File: config.mk
export PLATFORM = sky130hd
export DESIGN_NAME = crypto_stream_bridge
export DESIGN_NICKNAME = d
export VERILOG_FILES = /design/src/rtl/crypto_stream_bridge.sv
export SDC_FILE = /design/constraint.sdc
export NUM_CORES = 2
export LEC_CHECK = 0
export ABC_AREA = 1
export BUFFER_PORTS_ARGS = -buffer_cell sky130_fd_sc_hd__buf_2
export CORE_AREA = 2 2 442 444
export DETAILED_ROUTE_END_ITERATION = 10
export DIE_AREA = 0 0 444 446
export GPL_ROUTABILITY_DRIVEN = 0
export GPL_TIMING_DRIVEN = 0
export PLACE_DENSITY = 0.72
export REMOVE_ABC_BUFFERS = 1
export SYNTH_ARGS = -nofsm -noshare
export SYNTH_HDL_FRONTEND = slang
export SYNTH_SLANG_ARGS = --single-unit
File: constraint.sdc
create_clock -name clk -period 16 [get_ports clk]
set_clock_uncertainty 0.15 [all_clocks]
set_input_delay 1.6 -clock clk [delete_from_list [all_inputs] [get_ports clk]]
set_output_delay 1.6 -clock clk [all_outputs]
set_load 0.03 [all_outputs]
File: src/rtl/crypto_stream_bridge.sv
// Avalon-MM slave that moves host word traffic to and from a block cipher core
// through an input block FIFO and an output block FIFO, with credit-limited issue.
module crypto_stream_bridge #(
  parameter int unsigned DATAWIDTH          = 32,
  parameter int unsigned BLOCKWIDTH         = 64,
  parameter int unsigned IN_DEPTH           = 16,
  parameter int unsigned OUT_DEPTH          = 16,
  parameter int unsigned MAX_INFLIGHT       = 4,
  parameter int unsigned SLAVE_ADDRESSWIDTH = 3
) (
  input  logic                          clk,
  input  logic                          reset,
  input  logic [SLAVE_ADDRESSWIDTH-1:0] slave_address,
  input  logic                          slave_chipselect,
  input  logic                          slave_write,
  input  logic [DATAWIDTH-1:0]          slave_writedata,
  input  logic                          slave_read,
  output logic [DATAWIDTH-1:0]          slave_readdata,
  output logic [BLOCKWIDTH-1:0]         core_data_in,
  output logic                          core_valid_in,
  input  logic                          core_ready,
  output logic                          core_is_encrypt,
  input  logic [BLOCKWIDTH-1:0]         core_data_out,
  input  logic                          core_valid_out,
  output logic                          irq
);

  localparam int unsigned WPB = BLOCKWIDTH / DATAWIDTH;
  localparam int unsigned WIW = (WPB > 1) ? $clog2(WPB) : 1;
  localparam int unsigned IPW = (IN_DEPTH > 1) ? $clog2(IN_DEPTH) : 1;
  localparam int unsigned ICW = $clog2(IN_DEPTH + 1);
  localparam int unsigned OPW = (OUT_DEPTH > 1) ? $clog2(OUT_DEPTH) : 1;
  localparam int unsigned OCW = $clog2(OUT_DEPTH + 1);
  localparam int unsigned FW  = $clog2(MAX_INFLIGHT + 1);

  localparam logic [SLAVE_ADDRESSWIDTH-1:0] A_CTRL      = SLAVE_ADDRESSWIDTH'(0);
  localparam logic [SLAVE_ADDRESSWIDTH-1:0] A_STATUS    = SLAVE_ADDRESSWIDTH'(1);
  localparam logic [SLAVE_ADDRESSWIDTH-1:0] A_IN_COUNT  = SLAVE_ADDRESSWIDTH'(2);
  localparam logic [SLAVE_ADDRESSWIDTH-1:0] A_OUT_COUNT = SLAVE_ADDRESSWIDTH'(3);
  localparam logic [SLAVE_ADDRESSWIDTH-1:0] A_IN_DATA   = SLAVE_ADDRESSWIDTH'(4);
  localparam logic [SLAVE_ADDRESSWIDTH-1:0] A_OUT_DATA  = SLAVE_ADDRESSWIDTH'(5);

  logic [BLOCKWIDTH-1:0] in_mem  [IN_DEPTH];
  logic [BLOCKWIDTH-1:0] out_mem [OUT_DEPTH];

  logic                  en_q, en_d, mode_q, mode_d, irq_en_q, irq_en_d;
  logic                  flush_q, flush_d, ovf_q, ovf_d, udf_q, udf_d;
  logic [BLOCKWIDTH-1:0] in_shift_q, in_shift_d;
  logic [WIW-1:0]        in_idx_q, in_idx_d, out_idx_q, out_idx_d;
  logic [IPW-1:0]        in_wptr_q, in_wptr_d, in_rptr_q, in_rptr_d;
  logic [ICW-1:0]        in_cnt_q, in_cnt_d;
  logic [OPW-1:0]        out_wptr_q, out_wptr_d, out_rptr_q, out_rptr_d;
  logic [OCW-1:0]        out_cnt_q, out_cnt_d;
  logic [FW-1:0]         inflight_q, inflight_d;
  logic [DATAWIDTH-1:0]  readdata_q, readdata_d;
  logic [BLOCKWIDTH-1:0] core_data_q, core_data_d;
  logic                  core_valid_q, core_valid_d, irq_q, irq_d;

  logic wr_c, rd_c, wr_ctrl_c, wr_status_c, wr_in_c, rd_out_c;
  logic in_full_c, in_empty_c, out_full_c, out_empty_c, busy_c;
  logic flush_req_c, ret_c, credit_c, issue_c, in_last_c, out_last_c;
  logic in_push_c, out_pop_c, out_push_c, flush_done_c, unused_c;
  logic [FW-1:0]         inflight_nxt_c;
  logic [BLOCKWIDTH-1:0] in_shifted_c, out_head_c;
  logic [DATAWIDTH-1:0]  out_word_c;

  // Bus decode; a write wins over a simultaneous read
  assign wr_c        = slave_chipselect & slave_write;
  assign rd_c        = slave_chipselect & slave_read & ~slave_write;
  assign wr_ctrl_c   = wr_c & (slave_address == A_CTRL);
  assign wr_status_c = wr_c & (slave_address == A_STATUS);
  assign wr_in_c     = wr_c & (slave_address == A_IN_DATA);
  assign rd_out_c    = rd_c & (slave_address == A_OUT_DATA);
  assign unused_c    = ^slave_writedata;

  assign in_full_c   = (in_cnt_q == ICW'(IN_DEPTH));
  assign in_empty_c  = (in_cnt_q == '0);
  assign out_full_c  = (out_cnt_q == OCW'(OUT_DEPTH));
  assign out_empty_c = (out_cnt_q == '0);
  assign busy_c      = (inflight_q != '0);

  // Issue is blocked from the cycle the flush request is written
  assign flush_req_c = flush_q | (wr_ctrl_c & slave_writedata[1]);
  // A result with nothing outstanding (e.g. left over from before reset) is ignored
  assign ret_c       = core_valid_out & busy_c;
  assign credit_c    = (32'(out_cnt_q) + 32'(inflight_q)) < 32'(OUT_DEPTH);
  assign issue_c     = en_q & ~in_empty_c & core_ready & ~flush_req_c &
                       (32'(inflight_q) < 32'(MAX_INFLIGHT)) & credit_c;

  // New words enter at the top so the first word ends up in the LSW
  assign in_shifted_c = (in_shift_q >> DATAWIDTH) |
                        (BLOCKWIDTH'(slave_writedata) << (BLOCKWIDTH - DATAWIDTH));
  assign in_last_c    = (in_idx_q == WIW'(WPB - 1));
  assign in_push_c    = wr_in_c & in_last_c & ~in_full_c;

  assign out_head_c   = out_mem[out_rptr_q];
  assign out_word_c   = DATAWIDTH'(out_head_c >> (32'(out_idx_q) * DATAWIDTH));
  assign out_last_c   = (out_idx_q == WIW'(WPB - 1));
  assign out_pop_c    = rd_out_c & ~out_empty_c & out_last_c;

  assign inflight_nxt_c = inflight_q + FW'(issue_c) - FW'(ret_c);
  assign flush_done_c   = flush_req_c & (inflight_nxt_c == '0);
  assign out_push_c     = ret_c & ~flush_done_c;

  // Next-state for all control, FIFO bookkeeping and registered outputs
  always_comb begin
    en_d        = en_q;
    mode_d      = mode_q;
    irq_en_d    = irq_en_q;
    ovf_d       = ovf_q;
    udf_d       = udf_q;
    in_shift_d  = in_shift_q;
    in_idx_d    = in_idx_q;
    in_wptr_d   = in_wptr_q;
    in_rptr_d   = in_rptr_q;
    out_wptr_d  = out_wptr_q;
    out_rptr_d  = out_rptr_q;
    out_idx_d   = out_idx_q;
    readdata_d  = readdata_q;
    core_data_d = core_data_q;
    core_valid_d = issue_c;
    inflight_d  = inflight_nxt_c;
    flush_d     = flush_req_c & ~flush_done_c;

    if (wr_in_c) begin
      in_shift_d = in_shifted_c;
      in_idx_d   = in_last_c ? '0 : in_idx_q + WIW'(1);
      if (in_last_c && in_full_c) ovf_d = 1'b1;
    end
    if (in_push_c) in_wptr_d = in_wptr_q + IPW'(1);
    if (issue_c) begin
      in_rptr_d   = in_rptr_q + IPW'(1);
      core_data_d = in_mem[in_rptr_q];
    end
    in_cnt_d = in_cnt_q + ICW'(in_push_c) - ICW'(issue_c);

    if (rd_out_c) begin
      if (out_empty_c) udf_d = 1'b1;
      else             out_idx_d = out_last_c ? '0 : out_idx_q + WIW'(1);
    end
    if (out_pop_c)  out_rptr_d = out_rptr_q + OPW'(1);
    if (out_push_c) out_wptr_d = out_wptr_q + OPW'(1);
    out_cnt_d = out_cnt_q + OCW'(out_push_c) - OCW'(out_pop_c);

    if (rd_c) begin
      case (slave_address)
        A_CTRL:      readdata_d = DATAWIDTH'({irq_en_q, mode_q, flush_q, en_q});
        A_STATUS:    readdata_d = DATAWIDTH'({udf_q, ovf_q, 2'b00, flush_q, busy_c,
                                              out_empty_c, out_full_c, in_empty_c, in_full_c});
        A_IN_COUNT:  readdata_d = DATAWIDTH'(in_cnt_q);
        A_OUT_COUNT: readdata_d = DATAWIDTH'(out_cnt_q);
        A_OUT_DATA:  readdata_d = out_empty_c ? '0 : out_word_c;
        default:     readdata_d = '0;
      endcase
    end

    if (wr_ctrl_c) begin
      en_d     = slave_writedata[0];
      mode_d   = slave_writedata[2];
      irq_en_d = slave_writedata[3];
    end
    if (wr_status_c) begin
      if (slave_writedata[8]) ovf_d = 1'b0;
      if (slave_writedata[9]) udf_d = 1'b0;
    end

    if (flush_done_c) begin
      in_shift_d = '0;
      in_idx_d   = '0;
      in_wptr_d  = '0;
      in_rptr_d  = '0;
      in_cnt_d   = '0;
      out_wptr_d = '0;
      out_rptr_d = '0;
      out_cnt_d  = '0;
      out_idx_d  = '0;
    end

    irq_d = irq_en_d & ((out_cnt_d != '0) | ovf_d | udf_d);
  end

  // State register with synchronous reset
  always_ff @(posedge clk) begin
    if (reset) begin
      en_q <= 1'b0; mode_q <= 1'b0; irq_en_q <= 1'b0;
      flush_q <= 1'b0; ovf_q <= 1'b0; udf_q <= 1'b0;
      in_shift_q <= '0; in_idx_q <= '0; out_idx_q <= '0;
      in_wptr_q <= '0; in_rptr_q <= '0; in_cnt_q <= '0;
      out_wptr_q <= '0; out_rptr_q <= '0; out_cnt_q <= '0;
      inflight_q <= '0; readdata_q <= '0; core_data_q <= '0;
      core_valid_q <= 1'b0; irq_q <= 1'b0;
    end else begin
      en_q <= en_d; mode_q <= mode_d; irq_en_q <= irq_en_d;
      flush_q <= flush_d; ovf_q <= ovf_d; udf_q <= udf_d;
      in_shift_q <= in_shift_d; in_idx_q <= in_idx_d; out_idx_q <= out_idx_d;
      in_wptr_q <= in_wptr_d; in_rptr_q <= in_rptr_d; in_cnt_q <= in_cnt_d;
      out_wptr_q <= out_wptr_d; out_rptr_q <= out_rptr_d; out_cnt_q <= out_cnt_d;
      inflight_q <= inflight_d; readdata_q <= readdata_d; core_data_q <= core_data_d;
      core_valid_q <= core_valid_d; irq_q <= irq_d;
    end
  end

  // FIFO storage; stale entries are harmless because pointers are cleared
  always_ff @(posedge clk) begin
    if (in_push_c)  in_mem[in_wptr_q]   <= in_shifted_c;
    if (out_push_c) out_mem[out_wptr_q] <= core_data_out;
  end

  assign slave_readdata  = readdata_q;
  assign core_data_in    = core_data_q;
  assign core_valid_in   = core_valid_q;
  assign core_is_encrypt = mode_q;
  assign irq             = irq_q;

endmodule

==> impl_metrics.tcl <==
set metrics [dict create \
    clkTransAtPathRegs_ns 0.06 \
    report.final.hold_viol_count 0 \
    worstMarginPinSlew_ns 1.35 \
    slew_viol_final 0 \
    first_iter_violations 7013 \
    grt_pass1_vias 54700 \
    grt_max_degree 213 \
    netlist_top_cells_area "edfxtp_1, o21ai_0, nor2_1, dfxtp_1, nand2_1" \
    totalWireLength_um 224000 \
    ys.warnings.count 0 \
    area_growth_syn_to_layout_pct 14.1 \
    clock-sinks 2219 \
    yosysTopAreaCell "edfxtp_1" \
    ctsLongestPathBuffers 3 \
    ys_dominant_reg_cell "edfxtp_1" \
    cts_tree "done" \
    clockRootBuffer "clkbuf_16" \
    vias_per_cell 5.86 \
    max_cap_viol_count 0 \
    syn_area_um2 86600 \
    clkLatencyLatePin_ns 0.84 \
    cellLeakagePower_uw 0.0320 \
    io_buffer_count 204 \
    fmax_ghz 0.139 \
    finalPower_uw 11600 \
    wl_per_cell_um 23.3 \
    setup_ws_ns 8.80 \
    status "finished clean" \
    io_pins 205 \
    drive_gt1_share_pct 9.91 \
    cts-resized-gates 0 \
    die_y_um 446 \
    yosysSeqAreaShare_pct 75.0 \
    dp_hpwl_um 124000 \
    hold_path.class "reg2reg" \
    cp-start-kind "input port" \
    crit_required_ns 16.38 \
    overflow 0 \
    end_kind "register" \
    rsz0062_at_grt "false" \
    grtUsageTotal_pct 22.1 \
    drcViolationCount 0 \
    synthArstFlopShare_pct 0 \
    fin_util_pct 51.0 \
    avgSynthCellArea_um2 12.8 \
    initial_utilization_pct 44.7 \
    htreeDepth 4 \
    antenna_found_initial 30 \
    post_cts_buffers 0 \
    final_antenna_net_count 0 \
    min_period_ns 7.20 \
    via_count 56200 \
    peakVddDrop_mv 0.0882 \
    place_ws_ns 7.94 \
    synth_edf_count 2048 \
    ys_seq_elements 2219 \
    core_area_um2 194000 \
    finalCritPeriodShare_pct 45.0 \
    cts_hold_buf 0 \
    yosys.area.top_type_share_pct 71.0 \
    row_count 162 \
    grt_first_pass_wirelength_um 334000 \
    dieArea_um2 198000 \
    synthCells 6779 \
    crit_type "in2reg" \
    ys_types 38 \
    slew_headroom_pct 9.74 \
    arrival_ns 7.58 \
    final_nets 7012 \
    cts_buffers 208 \
    fillers 15600 \
    finalSetupTns_ns 0 \
    die_x_um 444 \
    power-per-cell-area_nw_per_um2 117 \
    holdWs_ns 0.318 \
    setup_viol 0 \
    first_pass_iters 6 \
    crit_fanout 41 \
]
-- where the power goes --
| part | total, µW | switching, µW | internal (µW) |
|---|---|---|---|
| registers | 6450 | 32.2 | 6410 |
| clock network | 4730 | 2070 | 2660 |
| logic | 403 | 280 | 123 |
-- sequential cells by signal, indices dropped and copies added (netlist names), named ones only --
signal and count:
core_data_in 64, core_is_encrypt 1, core_valid_in 1, en_q 1, flush_q 1, in_cnt_q 5
in_idx_q 1, in_mem 1024, in_rptr_q 4, in_shift_q 32, in_wptr_q 4, inflight_q 3
irq 1, irq_en_q 1, out_cnt_q 5, out_idx_q 1, out_mem 1024, out_rptr_q 4
out_wptr_q 4, ovf_q 1, slave_readdata 32, udf_q 1
-- per-stage QoR --
stage / std cells / area (µm²)
5_1_grt: 9596 / 98700
6_report: 9601 / 98700
3_3_place_gp: 9057 / 88600
2_1_floorplan: 6311 / 84400
3_5_place_dp: 9208 / 92200
4_1_cts: 9592 / 98700
-- layout make-up --
class / count / area, µm² / area share [%]
antenna: 9 / 22.5 / 0.0228
tap: 2542 / 3180 / 3.22
multi-input combinational: 3980 / 19400 / 19.6
clock inverter: 98 / 731 / 0.740
clock buffer: 286 / 5760 / 5.83
sequential: 2219 / 65000 / 65.8
timing repair buffer: 355 / 4270 / 4.32
inverter: 112 / 484 / 0.490
-- cell families (layout without fill, tap and decap cells) --
logic type	after synthesis	count (layout)	share of synthesized area [%]
compound gates	1797	1797	11.8
xor+xnor	11	11	0.111
fa+ha+maj	30	30	0.460
buf+inv	580	851	2.95
flops	2219	2219	75.0
other cells	0	9	0
simple gates	2142	2142	9.73
-- placed cells by master (no fill, tap or decap), types with 3 or more instances in the layout --
cell,instances
inv_6,8
inv_2,6
buf_16,50
buf_8,3
edfxtp_1,2048
a21oi_1,83
dfxtp_1,163
o22ai_1,256
nor3_1,6
fa_1,3
nand3_1,253
nor2_4,31
buf_12,83
nor2_1,1319
dfxtp_4,8
nand2_1,515
a211oi_1,3
clkinv_1,46
o221ai_1,106
clkinv_2,29
clkbuf_8,13
xnor2_1,3
buf_2,204
bufinv_16,10
nand4_1,5
o21ai_1,92
clkbuf_1,59
clkinvlp_4,7
clkbuf_16,214
o21ai_0,1076
inv_1,97
xor2_1,8
diode_2,9
ha_1,27
o211ai_1,179
buf_6,13
-- routing by layer --
layer | wire (µm) | track usage (%) | share of wire, % | vias up
met4 | 7610 | 8.51 | 3.4 | 30
met2 | 111000 | 37.7 | 49 | 2723
met1 | 85900 | 28.3 | 38 | 27900
met5 | 172 | 0 | 0.077 | -
li1 | - | - | - | 25100
met3 | 19600 | 3.73 | 8.7 | 513
-- worst paths after layout --
kind                                                      from                        endpoint  slack [ns]  cells after the start
worst max-delay path                          slave_address[0]        out_mem[9][60]$_DFFE_PP_        8.80                     24
worst min-delay path            slave_readdata[4]$_SDFFE_PP0P_  slave_readdata[4]$_SDFFE_PP0P_        0.32                      2
worst max register to register         out_cnt_q[1]$_SDFF_PP0_        out_mem[9][60]$_DFFE_PP_        9.04                     25
worst min register to register  slave_readdata[4]$_SDFFE_PP0P_  slave_readdata[4]$_SDFFE_PP0P_        0.32                      2
-- cells in the mapped netlist, drive strengths merged, types with 6 or more instances --
library cell  instances
nor3                  9
nor2               1352
dfxtp               171
o22ai               256
nand4                 6
buf                 183
clkbuf              285
o211ai              179
o21ai              1168
edfxtp             2048
a21oi                84
ha                   27
nand3               254
o221ai              106
inv                 111
nand2               517
xor2                  8
-- worst max-delay path: stages --
cell	delay, ns
buf_2	0.12
nor2_1	0.09
nand2_1	0.12
nor2_2	0.08
a21oi_4	0.18
nand4_2	0.13
nor2_4	0.68
buf_12	0.26
inv_4	0.24
buf_16	0.29
ha_1	0.32
inv_1	0.04
ha_1	0.19
fa_1	0.40
xor2_1	0.21
nor3_1	0.09
nand2_1	0.18
nand2_1	0.23
inv_1	0.20
nand2_1	0.28
nor2_4	0.77
buf_12	0.28
buf_12	0.22
buf_12	0.21
No activity file was read; power rests on OpenSTA's default activity.
